<file path="src/rtl/run_intr_decode_pkg.sv">
// run_intr_decode_pkg: shared definitions for the run-interruption decoder.
//   state_t      - decoder FSM state encoding (ESC only with RUN_DEC_LIMIT_EN)
//   N_RESET      - context occurrence count at which A, N and Nn are halved
//   QBPP_DEFAULT - default bits per sample (escape-code suffix length)
// Build option: RUN_DEC_LIMIT_EN enables limited-length (escape) codes.
package run_intr_decode_pkg;

   typedef enum logic [2:0] {
      IDLE   = 3'd0,
      UNARY  = 3'd1,
      SUFFIX = 3'd2,
`ifdef RUN_DEC_LIMIT_EN
      ESC    = 3'd3,
`endif
      MAP    = 3'd4
   } state_t;

   localparam int unsigned N_RESET      = 64;
   localparam int unsigned QBPP_DEFAULT = 8;

endpackage

</file>
<file path="src/rtl/golomb_k.sv">
// golomb_k: Golomb parameter selection.
//   n    (in, 7)  - context occurrence count N
//   temp (in, 14) - accumulated magnitude to cover
//   k    (out, 4) - smallest k with (n << k) >= temp, saturating at 15
module golomb_k (
   input  logic [6:0]  n,
   input  logic [13:0] temp,
   output logic [3:0]  k
);

   logic found;

   always_comb begin
      k     = 4'd15;
      found = 1'b0;
      for (int unsigned i = 0; i < 16; i++) begin
         if (!found && (({15'd0, n} << i) >= {8'd0, temp})) begin
            k     = 4'(i);
            found = 1'b1;
         end
      end
   end

endmodule

</file>
<file path="src/rtl/run_intr_decode.sv">
// run_intr_decode: bit-serial decoder for run-interruption samples.
// Decodes one Golomb (optionally limited-length) code from an MSB-first
// bitstream, maps it to a signed error value and produces the updated context.
//   clk, reset           - clock; asynchronous active-low reset
//   start, RItype        - begin decode; run-interruption type (context select)
//   glimit               - limited-length code limit (used with RUN_DEC_LIMIT_EN)
//   A_0/A_1, N_0/N_1, Nn_0/Nn_1 - the two context sets
//   bit_valid, bit_in, bit_ready - bitstream handshake
//   busy, out_valid, err - status; out_valid/err are single-cycle pulses
//   Errval, EMErrval, k, A_Q_out, N_Q_out, Nn_Q_out - result, held until next out_valid
// Build option: RUN_DEC_LIMIT_EN adds escape-code handling driven by glimit;
// without it glimit is ignored and a unary run of 31 zeros is an error.
module run_intr_decode
   import run_intr_decode_pkg::*;
#(
   parameter int unsigned QBPP = QBPP_DEFAULT
) (
   input  logic              clk,
   input  logic              reset,
   input  logic              start,
   input  logic              RItype,
   input  logic [5:0]        glimit,
   input  logic [12:0]       A_0,
   input  logic [12:0]       A_1,
   input  logic [6:0]        N_0,
   input  logic [6:0]        N_1,
   input  logic [6:0]        Nn_0,
   input  logic [6:0]        Nn_1,
   input  logic              bit_valid,
   input  logic              bit_in,
   output logic              bit_ready,
   output logic              busy,
   output logic              out_valid,
   output logic              err,
   output logic signed [8:0] Errval,
   output logic [8:0]        EMErrval,
   output logic [3:0]        k,
   output logic [12:0]       A_Q_out,
   output logic [6:0]        N_Q_out,
   output logic [6:0]        Nn_Q_out
);

   // Wide enough for q << k before the >256 check and for a QBPP-bit escape.
   localparam int unsigned MW = ((QBPP > 8) ? QBPP : 8) + 14;
   localparam int unsigned CW = 5;

   state_t            state, state_n;
   logic              ritype_r, ritype_n;
   logic [12:0]       a_r, a_n;
   logic [6:0]        n_r, n_n, nn_r, nn_n;
   logic [3:0]        k_r, k_n, k_start;
   logic [5:0]        q_r, q_n;
   logic [6:0]        q_inc;
   logic [MW-1:0]     mval_r, mval_n, mval_sh;
   logic [CW-1:0]     cnt_r, cnt_n, cnt_inc;
   logic [13:0]       temp_start;
   logic [6:0]        n_start;
   logic              take, q_over, q_at;

   logic [9:0]        t_val;
   logic              map_b, neg_b, err_neg;
   logic [8:0]        mag;
   logic signed [8:0] errval_c;
   logic [13:0]       a_sum;
   logic [7:0]        nn_sum;
   logic [12:0]       a_upd;
   logic [6:0]        nn_upd, n_upd;

   logic              out_valid_n, err_n;
   logic signed [8:0] errval_n;
   logic [8:0]        emerr_n;
   logic [3:0]        k_out_n;
   logic [12:0]       a_out_n;
   logic [6:0]        n_out_n, nn_out_n;

   assign n_start    = RItype ? N_1 : N_0;
   assign temp_start = RItype ? ({1'b0, A_1} + {8'd0, N_1[6:1]}) : {1'b0, A_0};

   golomb_k u_golomb_k (
      .n    (n_start),
      .temp (temp_start),
      .k    (k_start)
   );

   assign busy      = (state != IDLE);
   assign bit_ready = (state == UNARY) || (state == SUFFIX)
`ifdef RUN_DEC_LIMIT_EN
                      || (state == ESC)
`endif
                      ;
   assign take    = bit_valid && bit_ready;
   assign q_inc   = {1'b0, q_r} + 7'd1;
   assign cnt_inc = cnt_r + 5'd1;
   assign mval_sh = {mval_r[MW-2:0], bit_in};

`ifdef RUN_DEC_LIMIT_EN
   logic [5:0]        glimit_r, glimit_n;
   logic signed [7:0] lim;

   // Unary length at which the escape code takes over: glimit - QBPP - 1.
   assign lim    = $signed({2'b00, glimit_r}) - $signed(8'(QBPP + 1));
   assign q_over = $signed({1'b0, q_inc}) > lim;
   assign q_at   = $signed({2'b00, q_r}) == lim;
`else
   logic unused_glimit;

   assign unused_glimit = ^glimit;
   assign q_over        = (q_inc == 7'd31);
   assign q_at          = 1'b0;
`endif

   // Error mapping and context update, evaluated from the registered MErrval.
   always_comb begin
      t_val    = mval_r[9:0] + {9'd0, ritype_r};
      map_b    = t_val[0];
      mag      = 9'(({1'b0, t_val} + {10'd0, map_b}) >> 1);
      neg_b    = ((k_r == 4'd0) && ({nn_r, 1'b0} < {1'b0, n_r})) ? ~map_b : map_b;
      err_neg  = neg_b && (mag != 9'd0);
      errval_c = (mag == 9'd0) ? '0 : (neg_b ? -$signed(mag) : $signed(mag));
      a_sum    = {1'b0, a_r} + {4'd0, 10'((mval_r[9:0] + 10'd1 - {9'd0, ritype_r}) >> 1)};
      nn_sum   = {1'b0, nn_r} + {7'd0, err_neg};
      if (n_r == 7'(N_RESET)) begin
         a_upd  = a_sum[13:1];
         nn_upd = nn_sum[7:1];
         n_upd  = {1'b0, n_r[6:1]} + 7'd1;
      end else begin
         a_upd  = a_sum[12:0];
         nn_upd = nn_sum[6:0];
         n_upd  = n_r + 7'd1;
      end
   end

   always_comb begin
      state_n     = state;
      ritype_n    = ritype_r;
      a_n         = a_r;
      n_n         = n_r;
      nn_n        = nn_r;
      k_n         = k_r;
      q_n         = q_r;
      mval_n      = mval_r;
      cnt_n       = cnt_r;
`ifdef RUN_DEC_LIMIT_EN
      glimit_n    = glimit_r;
`endif
      out_valid_n = 1'b0;
      err_n       = 1'b0;
      errval_n    = Errval;
      emerr_n     = EMErrval;
      k_out_n     = k;
      a_out_n     = A_Q_out;
      n_out_n     = N_Q_out;
      nn_out_n    = Nn_Q_out;

      case (state)
         IDLE: begin
            if (start) begin
               state_n  = UNARY;
               ritype_n = RItype;
               a_n      = RItype ? A_1 : A_0;
               n_n      = n_start;
               nn_n     = RItype ? Nn_1 : Nn_0;
               k_n      = k_start;
               q_n      = '0;
               mval_n   = '0;
               cnt_n    = '0;
`ifdef RUN_DEC_LIMIT_EN
               glimit_n = glimit;
`endif
            end
         end
         UNARY: begin
            if (take) begin
               if (!bit_in) begin
                  if (q_over) begin
                     err_n   = 1'b1;
                     q_n     = '0;
                     state_n = IDLE;
                  end else begin
                     q_n = q_inc[5:0];
                  end
               end else if (q_at) begin
`ifdef RUN_DEC_LIMIT_EN
                  state_n = ESC;
`endif
                  mval_n  = '0;
                  cnt_n   = '0;
               end else if (k_r != 4'd0) begin
                  state_n = SUFFIX;
                  mval_n  = MW'(q_r);
                  cnt_n   = '0;
               end else begin
                  state_n = MAP;
                  mval_n  = MW'(q_r);
               end
            end
         end
         SUFFIX: begin
            if (take) begin
               mval_n = mval_sh;
               cnt_n  = cnt_inc;
               if (cnt_inc == {1'b0, k_r}) state_n = MAP;
            end
         end
`ifdef RUN_DEC_LIMIT_EN
         ESC: begin
            if (take) begin
               cnt_n = cnt_inc;
               if (cnt_inc == CW'(QBPP)) begin
                  mval_n  = mval_sh + MW'(1);
                  state_n = MAP;
               end else begin
                  mval_n = mval_sh;
               end
            end
         end
`endif
         MAP: begin
            state_n = IDLE;
            if (mval_r > MW'(256)) begin
               err_n = 1'b1;
            end else begin
               out_valid_n = 1'b1;
               errval_n    = errval_c;
               emerr_n     = mval_r[8:0];
               k_out_n     = k_r;
               a_out_n     = a_upd;
               n_out_n     = n_upd;
               nn_out_n    = nn_upd;
            end
         end
         default: state_n = IDLE;
      endcase
   end

   always_ff @(posedge clk or negedge reset) begin
      if (!reset) state <= IDLE;
      else        state <= state_n;
   end

   always_ff @(posedge clk or negedge reset) begin
      if (!reset) begin
         ritype_r  <= 1'b0;
         a_r       <= '0;
         n_r       <= '0;
         nn_r      <= '0;
         k_r       <= '0;
         q_r       <= '0;
         mval_r    <= '0;
         cnt_r     <= '0;
`ifdef RUN_DEC_LIMIT_EN
         glimit_r  <= '0;
`endif
         out_valid <= 1'b0;
         err       <= 1'b0;
         Errval    <= '0;
         EMErrval  <= '0;
         k         <= '0;
         A_Q_out   <= '0;
         N_Q_out   <= '0;
         Nn_Q_out  <= '0;
      end else begin
         ritype_r  <= ritype_n;
         a_r       <= a_n;
         n_r       <= n_n;
         nn_r      <= nn_n;
         k_r       <= k_n;
         q_r       <= q_n;
         mval_r    <= mval_n;
         cnt_r     <= cnt_n;
`ifdef RUN_DEC_LIMIT_EN
         glimit_r  <= glimit_n;
`endif
         out_valid <= out_valid_n;
         err       <= err_n;
         Errval    <= errval_n;
         EMErrval  <= emerr_n;
         k         <= k_out_n;
         A_Q_out   <= a_out_n;
         N_Q_out   <= n_out_n;
         Nn_Q_out  <= nn_out_n;
      end
   end

endmodule

</file>
<file path="config.mk">
export PLATFORM = sky130hd
export DESIGN_NAME = run_intr_decode
export DESIGN_NICKNAME = d
export VERILOG_FILES = /design/src/rtl/run_intr_decode_pkg.sv /design/src/rtl/golomb_k.sv /design/src/rtl/run_intr_decode.sv
export SDC_FILE = /design/constraint.sdc
export NUM_CORES = 1
export LEC_CHECK = 0
export ABC_AREA = 1
export BUFFER_PORTS_ARGS = -buffer_cell sky130_fd_sc_hd__buf_2
export CAP_MARGIN = 20
export CORE_ASPECT_RATIO = 1.5
export CORE_MARGIN = 2
export CORE_UTILIZATION = 42
export CTS_CLUSTER_SIZE = 10
export DETAILED_ROUTE_END_ITERATION = 16
export PLACE_DENSITY_LB_ADDON = 0.05
export SLEW_MARGIN = 20
export SYNTH_ARGS = -nofsm -noshare
export SYNTH_HDL_FRONTEND = slang
export SYNTH_HIERARCHICAL = 1
export SYNTH_SLANG_ARGS = --single-unit
export TNS_END_PERCENT = 30
</file>
<file path="constraint.sdc">
create_clock -name clk -period 6.35 [get_ports clk]
set_input_delay 0.635 -clock clk [delete_from_list [all_inputs] [get_ports clk]]
set_output_delay 0.635 -clock clk [all_outputs]
set_load 0.005 [all_outputs]
</file>
==> metrics.cfg, run 1 <==
[drt]
ant_nets=0
first_pass_iters=4
avgRoutedWirePerCell_um=14.97
vias=9420
post_drt_via_cell_ratio=5.056
routed_wl_mm=27.89
drt_iter0_drc=356
drt_drc_violations_left=0

[grt]
first_global_vias=9324
global_route.overflow_total=0
grt_max_degree=67
initial_antenna_violation_count=0
grt_first_pass_wirelength_mm=45.86
global_route.usage.total=0.2214

[cells_and_area]
drive_gt1_frac=0.1637
final_nets=1725
layout-area-overhead-vs-synth_pct=14.56
finalCoreUtilization=0.4874
number_of_antenna_cells_inserted=0
fillCellCount=2564

[timing]
finalHoldViolations=0
timing.hold.ws_ps=249.1
finClkSkew_ps=9.826
final_period_utilization=0.6852
timing.max_slew.rel_slack=0.4342
slew_violations=0
setup_viol=0
achievable-frequency_mhz=229.8
fin_setup_tns_ps=0
rsz_0062_raised_after_global_routing=no
min_period_ps=4351
tightestPinTransition_ps=848.7

[clock_network]
clk_root_buffer_cell=sky130_fd_sc_hd__clkbuf_16
cts_tree=yes
clockBufferDepth=2
clock_tree.htree_level_count=4
setup_fix_buffers_added_after_clock_tree_synthesis=0
post_cts.resized_instances=0
clock_sink_count=119
numCtsBuffers=17
post_cts_hold_buffer_count=0
clkLatencyLatePin_ps=410
clkTransAtPathRegs_ps=60

[pwr]
max-vdd-ir-drop_mv=0.2625
power_leakage_nw=6.145
p_per_area_mw_per_mm2=399.9

[critical_path]
critPathTopFamily=simple AND/OR/NAND/NOR gates
worst_setup_path_end_kind=flop
crit_arrival_ps=4640
crit_type=primary input to flop
critical-path-slowest-cell=sky130_fd_sc_hd__fa_1
worst_path_most_repeated_cell=sky130_fd_sc_hd__nand2_1
worst_setup_path_start_kind=primary input
worstPathRequired_ps=6640
crit_fanout=9
cp_slowest_stage_delay_ps=400
critPathBufInv=6

[synthesis]
yosysSeqAreaShare=0.2885
synth.cell_area_mm2=0.01032
synth.top_cells.by_count=sky130_fd_sc_hd__nand2_1 (370), sky130_fd_sc_hd__inv_1 (159), sky130_fd_sc_hd__ha_1 (131), sky130_fd_sc_hd__dfrtp_1 (119), sky130_fd_sc_hd__nor2_1 (101)
syn_inst=1422
yosys_register_bits=119
post_synthesis_area_per_instance_um2=7.259
ys_dominant_reg_cell=sky130_fd_sc_hd__dfrtp_1
count_of_flip_flops_with_a_built_in_enable_after_synthesis=0
yosysTopAreaCell=sky130_fd_sc_hd__dfrtp_1
syn-num-nets=1621
ys_top_cells_by_area=sky130_fd_sc_hd__dfrtp_1 (29%), sky130_fd_sc_hd__ha_1 (16%), sky130_fd_sc_hd__nand2_1 (13%)
yosys.area.top_type_share=0.2885
yosys.cell_types.count=57
yosys.cell_count.top_type=sky130_fd_sc_hd__nand2_1
count_of_yosys_warnings_during_synthesis=6
postSynth.asyncResetShare=1.000

[status]
run_status=finished, final reports clean

[die]
die_w_um=132
fp-row-count=70
boundaryPins=119
fp.coreArea_mm2=0.02426
start_util=0.4255
fp.dieArea_mm2=0.02587
floorplan.die.height_um=196.0

[job]
drv_cap=0

[min_path]
hold_path_class=primary input to asynchronous set/reset pin

[placed_design]
place.gp.congestion=0.8580
dp_hpwl_mm=22.24
numPortBuffers=112

## through the flow
stage          area, um2  std cells  setup slack, ps  power [W]
2_1_floorplan      10320       1422             2344   0.003087
3_3_place_gp       11180       1831             1540   0.003692
3_5_place_dp       11180       1831             1502   0.003717
4_1_cts            11830       1863             1927   0.004779
5_1_grt            11830       1863             1450   0.005186
6_report           11830       1863             1999   0.004729
## per-layer routing
layer  share of wire  wire length, um  vias up  global-route usage
met1            0.40            11220     4334              0.2367
met3           0.019              530       44             0.02351
met5               0                0        -                   0
li1                -                -     4913                   -
met2            0.55            15280      129              0.4367
met4           0.031              860        0             0.08897
## kinds of logic after synthesis
group                    Yosys count  share of synthesized area
AO/OA/AOI/OAI                    235                     0.1327
adder cells (fa/ha/maj)          133                     0.1627
flip-flops                       119                     0.2885
buffers and inverters            218                    0.08436
AND/OR/NAND/NOR                  680                     0.2996
XOR/XNOR                          37                    0.03212
## placed cells by master (no fill, tap or decap), types with 3 or more instances in the layout
master,instances
sky130_fd_sc_hd__a31oi_1,4
sky130_fd_sc_hd__o21ai_1,15
sky130_fd_sc_hd__inv_1,159
sky130_fd_sc_hd__clkinv_1,3
sky130_fd_sc_hd__o31ai_1,10
sky130_fd_sc_hd__nor4_1,5
sky130_fd_sc_hd__a21o_1,4
sky130_fd_sc_hd__bufinv_16,4
sky130_fd_sc_hd__o21ai_2,15
sky130_fd_sc_hd__nand4_1,27
sky130_fd_sc_hd__o22ai_1,9
sky130_fd_sc_hd__buf_2,111
sky130_fd_sc_hd__dfrtp_1,119
sky130_fd_sc_hd__nor2_4,3
sky130_fd_sc_hd__inv_2,19
sky130_fd_sc_hd__ha_1,131
sky130_fd_sc_hd__nor3_1,21
sky130_fd_sc_hd__nand3_2,19
sky130_fd_sc_hd__o21bai_1,3
sky130_fd_sc_hd__or2_2,5
sky130_fd_sc_hd__buf_4,9
sky130_fd_sc_hd__nor2_1,101
sky130_fd_sc_hd__a21oi_1,50
sky130_fd_sc_hd__a21boi_0,7
sky130_fd_sc_hd__a211oi_1,3
sky130_fd_sc_hd__clkbuf_8,3
sky130_fd_sc_hd__clkinv_2,3
sky130_fd_sc_hd__xor2_1,23
sky130_fd_sc_hd__o21a_1,5
sky130_fd_sc_hd__nand2_1,370
sky130_fd_sc_hd__o21ai_0,99
sky130_fd_sc_hd__xnor2_1,13
sky130_fd_sc_hd__clkbuf_16,17
sky130_fd_sc_hd__nand2_2,9
sky130_fd_sc_hd__clkinvlp_4,4
sky130_fd_sc_hd__nor2_2,15
sky130_fd_sc_hd__nand2_4,4
sky130_fd_sc_hd__nand3_1,88
## layout make-up
type | count | area (um2) | share of cell area
well taps | 324 | 405.4 | 0.03428
inverters | 183 | 694.4 | 0.05872
clock buffers | 20 | 466.7 | 0.03947
clock inverters | 12 | 173.9 | 0.01471
repair buffers | 120 | 623.1 | 0.05269
multi-input cells | 1085 | 6484 | 0.5483
flip-flops and latches | 119 | 2978 | 0.2518
## state kept, by name (all words and copies together), names as in the netlist
register,cells
mval_r,22
a_r,13
out_valid,1
EMErrval,9
k_r,4
N_Q_out,7
state,3
cnt_r,5
Nn_Q_out,7
q_r,6
err,1
nn_r,7
n_r,7
Errval,9
k,4
ritype_r,1
A_Q_out,13
## where the power goes
group | total [W] | internal (W) | switching (W)
clock | 0.00103 | 0.000686 | 0.000348
sequential | 0.00127 | 0.00102 | 0.000258
combinational | 0.00242 | 0.000881 | 0.00154
## path summary, 6_finish.rpt
check	cells after the start	slack, ps	end	startpoint
max	31	2000	k_r[0]	N_1[1]
min	1	250	Errval[1]	reset
max reg2reg	21	2430	Nn_Q_out[6]	mval_r[0]
min reg2reg	2	470	EMErrval[0]	EMErrval[0]
max in group asynchronous	2	4790	A_Q_out[4]	reset
min in group clk	2	470	EMErrval[0]	EMErrval[0]
(Power assumes the default switching activity.)
==> run 2, diff against run 1 <==
- clock period: 6.35 -> 4.05 ns (I/O delays scaled with it)
==> run 2 against run 1 <==
Net effect: via count is 3.0% higher; largest cell class unchanged; combinational power is 62% higher; flip-flop and latch count stayed put; cell count is 2.8% higher.
==> metrics.cfg, run 2 (synthesis results as in run 1) <==
[status]
run_status=finished, final reports clean  ; unchanged

[clock_network]
clockBufferDepth=2  ; unchanged
clock_tree.htree_level_count=4  ; unchanged
clock_sink_count=119  ; unchanged
numCtsBuffers=17  ; unchanged
clkLatencyLatePin_ps=420  ; was 410 ps
clk_root_buffer_cell=sky130_fd_sc_hd__clkbuf_16  ; unchanged
post_cts_hold_buffer_count=0  ; unchanged
cts_tree=yes  ; unchanged
clkTransAtPathRegs_ps=60  ; about the same

[die]
boundaryPins=119  ; unchanged
fp.dieArea_mm2=0.02587  ; unchanged
fp-row-count=70  ; unchanged
start_util=0.4255  ; unchanged
floorplan.die.height_um=196.0  ; unchanged
fp.coreArea_mm2=0.02426  ; unchanged
die_w_um=132  ; unchanged

[pwr]
max-vdd-ir-drop_mv=0.3568  ; was 0.2625 mV
p_total_w=0.007442  ; was 0.004729 W
p_per_area_mw_per_mm2=608.4  ; was 399.9 mW/mm2
power_leakage_nw=6.400  ; was 6.145 nW

[critical_path]
worst_setup_path_start_kind=flop  ; was primary input
crit_arrival_ps=4050  ; was 4640 ps
reg2reg_path_depth=20  ; was 21
worstPathRequired_ps=4360  ; was 6640 ps
crit_type=flop to flop  ; was primary input to flop
worst_setup_path_end_kind=flop  ; unchanged
crit_fanout=5  ; was 9

[drt]
avgRoutedWirePerCell_um=14.93  ; was 14.97 um
ant_nets=0  ; unchanged
vias=9700  ; was 9420
drt_drc_violations_left=0  ; unchanged
post_drt_via_cell_ratio=5.063  ; was 5.056
first_pass_iters=4  ; unchanged
drt_iter0_drc=344  ; was 356
routed_wl_mm=28.61  ; was 27.89 mm

[cells_and_area]
final_nets=1780  ; was 1725
number_of_antenna_cells_inserted=0  ; unchanged
most-common-layout-cells=sky130_fd_sc_hd__nand2_1 (370), sky130_fd_sc_hd__inv_1 (157), sky130_fd_sc_hd__ha_1 (131)  ; was sky130_fd_sc_hd__nand2_1 (370), sky130_fd_sc_hd__inv_1 (159), sky130_fd_sc_hd__ha_1 (131)
largest_register=mval_r  ; unchanged
final_cell_count_no_fill=1916  ; was 1863
layout.cells.most_common=sky130_fd_sc_hd__nand2_1  ; unchanged
drive_gt1_frac=0.1947  ; was 0.1637
largest_registers=mval_r: 22 flops, A_Q_out: 13 flops, a_r: 13 flops  ; unchanged
layout-area-overhead-vs-synth_pct=18.49  ; was 14.56%
fillCellCount=2528  ; was 2564
finalCoreUtilization=0.5041  ; was 0.4874
largest_reg_flops=22  ; unchanged

[grt]
initial_antenna_violation_count=0  ; unchanged
global_route.usage.total=0.2267  ; was 0.2214
grt_max_degree=66  ; was 67
global_route.overflow_total=0  ; unchanged
grt_first_pass_wirelength_mm=46.91  ; was 45.86 mm
first_global_vias=9553  ; was 9324

[timing]
fin_setup_tns_ps=0  ; unchanged
slew_violations=0  ; unchanged
finClkSkew_ps=10.09  ; was 9.826 ps
timing.hold.ws_ps=18.93  ; was 249.1 ps
final_period_utilization=0.9226
setup_viol=0  ; unchanged
min_period_ps=3736
tightestPinTransition_ps=709.2  ; was 848.7 ps
finalHoldViolations=0  ; unchanged
achievable-frequency_mhz=267.6
timing.max_slew.rel_slack=0.5272  ; was 0.4342

[job]
drv_cap=0  ; unchanged

[placed_design]
numPortBuffers=112  ; unchanged
place.gp.congestion=0.9002  ; was 0.8580
dp_hpwl_mm=22.95  ; was 22.24 mm
dpl.cell_count=1885  ; was 1831

[min_path]
hold_path_class=primary input to asynchronous set/reset pin  ; unchanged

==> run 2: final cells by class <==
cell class | instances | area, um2 | share of cell area
timing repair buffer | 175 | 1049 | 0.08573
clock inverter | 9 | 126.4 | 0.01033
inverter | 183 | 694.4 | 0.05678
tap | 324 | 405.4 | 0.03315
clock buffer | 21 | 460.4 | 0.03765
sequential | 119 | 2978 | 0.2435
multi-input combinational | 1085 | 6518 | 0.5329
==> run 2: layer usage <==
metal | GRT usage | wire, um
met2 | 0.4425 | 15470
met1 | 0.2396 | 11290
met3 | 0.02145 | 581
met4 | 0.1115 | 1270
met5 | 0 | 0
==> run 2: path summary, 6_finish.rpt <==
| kind | from | endpoint | slack (ps) |
|---|---|---|---|
| max | ritype_r | Nn_Q_out[5] | 310 |
| min | reset | Errval[8] | 20 |
| max reg2reg | ritype_r | Nn_Q_out[5] | 310 |
| min reg2reg | EMErrval[3] | EMErrval[3] | 470 |
| max in group asynchronous | reset | A_Q_out[7] | 3230 |
| min in group clk | Nn_0[0] | nn_r[0] | 280 |
==> run 2: critical path, cell delays in order (launching register included) <==
cell and delay (ps):
sky130_fd_sc_hd__dfrtp_1 430, sky130_fd_sc_hd__ha_1 300, sky130_fd_sc_hd__ha_1 330, sky130_fd_sc_hd__ha_1 210
sky130_fd_sc_hd__nand3b_1 180, sky130_fd_sc_hd__nand2_1 100, sky130_fd_sc_hd__inv_1 50, sky130_fd_sc_hd__ha_1 200
sky130_fd_sc_hd__nand3_1 120, sky130_fd_sc_hd__nor2_1 50, sky130_fd_sc_hd__nand2_1 100, sky130_fd_sc_hd__nor3_1 60
sky130_fd_sc_hd__ha_1 220, sky130_fd_sc_hd__nor2_1 160, sky130_fd_sc_hd__ha_1 190, sky130_fd_sc_hd__ha_1 190
sky130_fd_sc_hd__nand3_1 140, sky130_fd_sc_hd__nor3_2 150, sky130_fd_sc_hd__xor2_1 200, sky130_fd_sc_hd__o21ai_0 120
sky130_fd_sc_hd__o21a_1 130
==> run 2: where the power goes <==
group	internal (W)	switching, W
Combinational	0.00146	0.00247
Sequential	0.00159	0.000397
Clock	0.000988	0.000539
==> run 2: stage by stage <==
stage / setup WS [ps] / instance area [um2]
detailed placement: -399.8 / 11600
global route: -34.74 / 12230
CTS: 39.30 / 12190
floorplan: 274.0 / 10320
finish: 313.6 / 12230
global placement: -235.6 / 11600
==> run 2: timing repair <==
item                       4_1_cts  5_1_grt
resized for setup                0       13
setup endpoints to repair        0        8
setup buffers                    0        1
==> run 3, diff against run 2 <==
- ABC_AREA: 1 -> 0
==> run 3 against run 2 <==
Net effect: count of clock-buffer cells in the layout shrank 2; first-iteration DRC count up 1.2%; flip-flop and latch count unchanged; clock skew fell by 4.9 ps; critical path depth unchanged; combinational power rose by 23%; sequential share of layout area is 0.87 points higher; utilization up 2.6 points; sequential power is 3% lower; final area down 3.4%; register-to-register slack got worse by 98 ps; clock power increased by 13%.
==> metrics.cfg, run 3 <==
[critical_path]
worstSetupStartpoint=mval_r[0]  ; was ritype_r
crit_fanout=4  ; was 5
rr_startpoint=mval_r[0]  ; was ritype_r
crit_type=flop to flop  ; unchanged
worstPathRequired_ps=4320  ; was 4360 ps
critical-path-slowest-cell=sky130_fd_sc_hd__dfrtp_2  ; was sky130_fd_sc_hd__dfrtp_1
worst_setup_path_start_kind=flop  ; unchanged
path_cells=ha_1 > ha_1 > inv_1 > ha_2 > o21bai_2 > a21oi_2 > o21bai_1 > a21oi_2 > o21bai_1 > a21oi_1 > xor2_1 > ha_1 > a211o_1 > or3_1 > o21ai_2 > nor2b_2 > xnor2_1 > or3_1 > o21ai_0 > a21oi_1  ; was ha_1 > ha_1 > ha_1 > nand3b_1 > nand2_1 > inv_1 > ha_1 > nand3_1 > nor2_1 > nand2_1 > nor3_1 > ha_1 > nor2_1 > ha_1 > ha_1 > nand3_1 > nor3_2 > xor2_1 > o21ai_0 > o21a_1
worst_path_most_repeated_cell=sky130_fd_sc_hd__ha_1  ; unchanged
cp_slowest_stage_delay_ps=450  ; was 430 ps
worst_setup_path_end_kind=flop  ; unchanged
crit_arrival_ps=4110  ; was 4050 ps

[synthesis]
yosys.area.top_type_share=0.3123  ; was 0.2885
count_of_yosys_warnings_during_synthesis=6  ; unchanged
yosysSeqAreaShare=0.3123  ; was 0.2885
yosys.cell_count.top_type=sky130_fd_sc_hd__nand2_1  ; unchanged
ys_top_cells_by_area=sky130_fd_sc_hd__dfrtp_1 (31%), sky130_fd_sc_hd__ha_1 (17%), sky130_fd_sc_hd__nand2_1 (5.2%)  ; was sky130_fd_sc_hd__dfrtp_1 (29%), sky130_fd_sc_hd__ha_1 (16%), sky130_fd_sc_hd__nand2_1 (13%)
post_synthesis_area_per_instance_um2=8.724  ; was 7.259 um2
postSynth.asyncResetShare=1.000  ; unchanged
yosys_register_bits=119  ; unchanged
count_of_flip_flops_with_a_built_in_enable_after_synthesis=0  ; unchanged
yosys.cell_types.count=72  ; was 57
ys_dominant_reg_cell=sky130_fd_sc_hd__dfrtp_1  ; unchanged
synth.top_cells.by_count=sky130_fd_sc_hd__nand2_1 (132), sky130_fd_sc_hd__ha_1 (131), sky130_fd_sc_hd__dfrtp_1 (119), sky130_fd_sc_hd__nor2_1 (89), sky130_fd_sc_hd__a21oi_1 (85)  ; was sky130_fd_sc_hd__nand2_1 (370), sky130_fd_sc_hd__inv_1 (159), sky130_fd_sc_hd__ha_1 (131), sky130_fd_sc_hd__dfrtp_1 (119), sky130_fd_sc_hd__nor2_1 (101)
syn-num-nets=1292  ; was 1621
syn_inst=1093  ; was 1422
synth.cell_area_mm2=0.009535  ; was 0.01032 mm2
yosysTopAreaCell=sky130_fd_sc_hd__dfrtp_1  ; unchanged

[pwr]
power_leakage_nw=5.756  ; was 6.400 nW
switching_power_w=0.003629  ; was 0.003403 W
power_frac_comb=0.569  ; was 0.527
switching_share=0.4273  ; was 0.4573
p_per_area_mw_per_mm2=718.8  ; was 608.4 mW/mm2
max-vdd-ir-drop_mv=0.5254  ; was 0.3568 mV
seq_power_share=0.227  ; was 0.267
clkPwrFrac=0.204  ; was 0.205
internal_power_w=0.004864  ; was 0.004038 W

[clock_network]
clockBufferDepth=2  ; unchanged
clkTransAtPathRegs_ps=60  ; about the same
clock_tree.htree_level_count=4  ; unchanged
clk_root_buffer_cell=sky130_fd_sc_hd__clkbuf_16  ; unchanged
cts_tree=yes  ; unchanged
clkLatencyLatePin_ps=430  ; was 420 ps
numCtsBuffers=17  ; unchanged
clock_sink_count=119  ; unchanged

[timing]
slew_violations=0  ; unchanged
achievable-frequency_mhz=260.8  ; was 267.6 MHz
fin_setup_tns_ps=0  ; unchanged
rsz_0062_raised_after_global_routing=yes
timing.max_slew.rel_slack=0.3562  ; was 0.5272
setup_viol=0  ; unchanged
min_period_ps=3834  ; was 3736 ps
final_period_utilization=0.9467  ; was 0.9226
timing.hold.ws_ps=44.74  ; was 18.93 ps
tightestPinTransition_ps=963.0  ; was 709.2 ps
finClkSkew_ps=5.164  ; was 10.09 ps
finalHoldViolations=0  ; unchanged

[status]
run_status=finished, final reports clean  ; unchanged

[die]
fp.dieArea_mm2=0.02395  ; was 0.02587 mm2
die_w_um=127.0  ; was 132 um
boundaryPins=119  ; unchanged
fp.coreArea_mm2=0.02230  ; was 0.02426 mm2
start_util=0.4276  ; was 0.4255
fp-row-count=67  ; was 70
floorplan.die.height_um=188.5  ; was 196.0 um

[drt]
post_drt_via_cell_ratio=5.445  ; was 5.063
avgRoutedWirePerCell_um=16.89  ; was 14.93 um
first_pass_iters=5  ; was 4
drt_drc_violations_left=0  ; unchanged
routed_wl_mm=26.35  ; was 28.61 mm
ant_nets=0  ; unchanged
drt_iter0_drc=348  ; was 344
vias=8494  ; was 9700

[min_path]
hold_path_class=primary input to asynchronous set/reset pin  ; unchanged

[cells_and_area]
largest_registers=mval_r: 22 flops, A_Q_out: 13 flops, a_r: 13 flops  ; unchanged
largest_reg_flops=22  ; unchanged
largest_register=mval_r  ; unchanged
final_nets=1470  ; was 1780
layout-area-overhead-vs-synth_pct=23.91  ; was 18.49%
drive_gt1_frac=0.2352  ; was 0.1947
number_of_antenna_cells_inserted=0  ; unchanged
most-common-layout-cells=sky130_fd_sc_hd__nand2_1 (132), sky130_fd_sc_hd__ha_1 (125), sky130_fd_sc_hd__dfrtp_1 (118)  ; was sky130_fd_sc_hd__nand2_1 (370), sky130_fd_sc_hd__inv_1 (157), sky130_fd_sc_hd__ha_1 (131)
layout.cells.most_common=sky130_fd_sc_hd__nand2_1  ; unchanged

[placed_design]
dp_hpwl_mm=20.67  ; was 22.95 mm
numPortBuffers=112  ; unchanged
place.gp.congestion=0.8381  ; was 0.9002

[grt]
grt_max_degree=65  ; was 66
initial_antenna_violation_count=0  ; unchanged
first_global_vias=8476  ; was 9553
global_route.overflow_total=0  ; unchanged
grt_first_pass_wirelength_mm=42.82  ; was 46.91 mm
global_route.usage.total=0.2258  ; was 0.2267

[job]
drv_cap=0  ; unchanged

==> run 3: layer usage <==
layer  vias to the layer above  global-route usage  part of all wire
met5                         -                   0                 0
met4                         0             0.09298             0.030
met3                        45             0.03010             0.026
met2                       162              0.4241              0.54
met1                      4012              0.2529              0.41
li1                       4275                   -                 -
==> run 3: worst paths after layout <==
| kind | end | slack, ps | cells after the start |
|---|---|---|---|
| max in group asynchronous | A_Q_out[11] | 3000 | 2 |
| min in group clk | nn_r[3] | 270 | 3 |
| min reg2reg | EMErrval[7] | 470 | 2 |
| min | Errval[2] | 40 | 1 |
| max | A_Q_out[8] | 220 | 20 |
| max reg2reg | A_Q_out[8] | 220 | 20 |
==> run 3: power by group through the flow <==
stage          Combinational [W]  Sequential (W)  Clock (W)
2_1_floorplan            0.00334         0.00183          0
3_3_place_gp             0.00458         0.00193          0
3_5_place_dp             0.00462         0.00194          0
4_1_cts                  0.00470         0.00193    0.00177
5_1_grt                  0.00543         0.00198    0.00181
6_report                 0.00483         0.00193    0.00173
==> run 3: cell families (layout without fill, tap and decap cells) <==
logic type      Yosys count  after routing  share of synthesized area
compound gates          281            281                     0.1844
xor+xnor                 70             70                    0.06705
fa+ha+maj               133            133                     0.1761
buf+inv                  95            286                    0.03831
flops                   119            119                     0.3123
mux                      44             44                    0.04842
simple gates            351            351                     0.1735
==> run 3: cell type report <==
cell class / count / area (um2)
fillers: 2173 / 10480
flip-flops and latches: 119 / 2979
clock inverters: 13 / 226.5
clock buffers: 19 / 442.9
inverters: 53 / 198.9
multi-input cells: 879 / 6362
well taps: 276 / 345.3
repair buffers: 201 / 1260
==> run 3: what timing repair did <==
action,CTS,global route
resized for setup,3,38
setup endpoints to repair,3,14
buffers inserted,0,3
pin swaps,1,16
hold buffers,0,0
==> run 3: critical path: cells and delay by family (launching register included) <==
kind | cells | cell delay [ps]
AOI/OAI and AO/OA | 10 | 1310
xor gates and xnor gates | 2 | 260
buffers and inverters | 1 | 60
adders and majority gates | 4 | 840
and+or+nand+nor | 3 | 740
DFF | 1 | 450
==> run 3: stage by stage <==
step	cell area, um2	total power (W)	utilization	setup WS [ps]	cells
finish	11820	0.008493	0.5299	215.9	1560
global route	11820	0.009223	0.5299	-24.59	1560
CTS	11640	0.008392	0.5222	44.84	1557
detailed placement	10970	0.006564	0.4918	-326.9	1525
global placement	10970	0.006516	0.4918	-255.6	1525
floorplan	9535	0.005166	-	25.97	1093
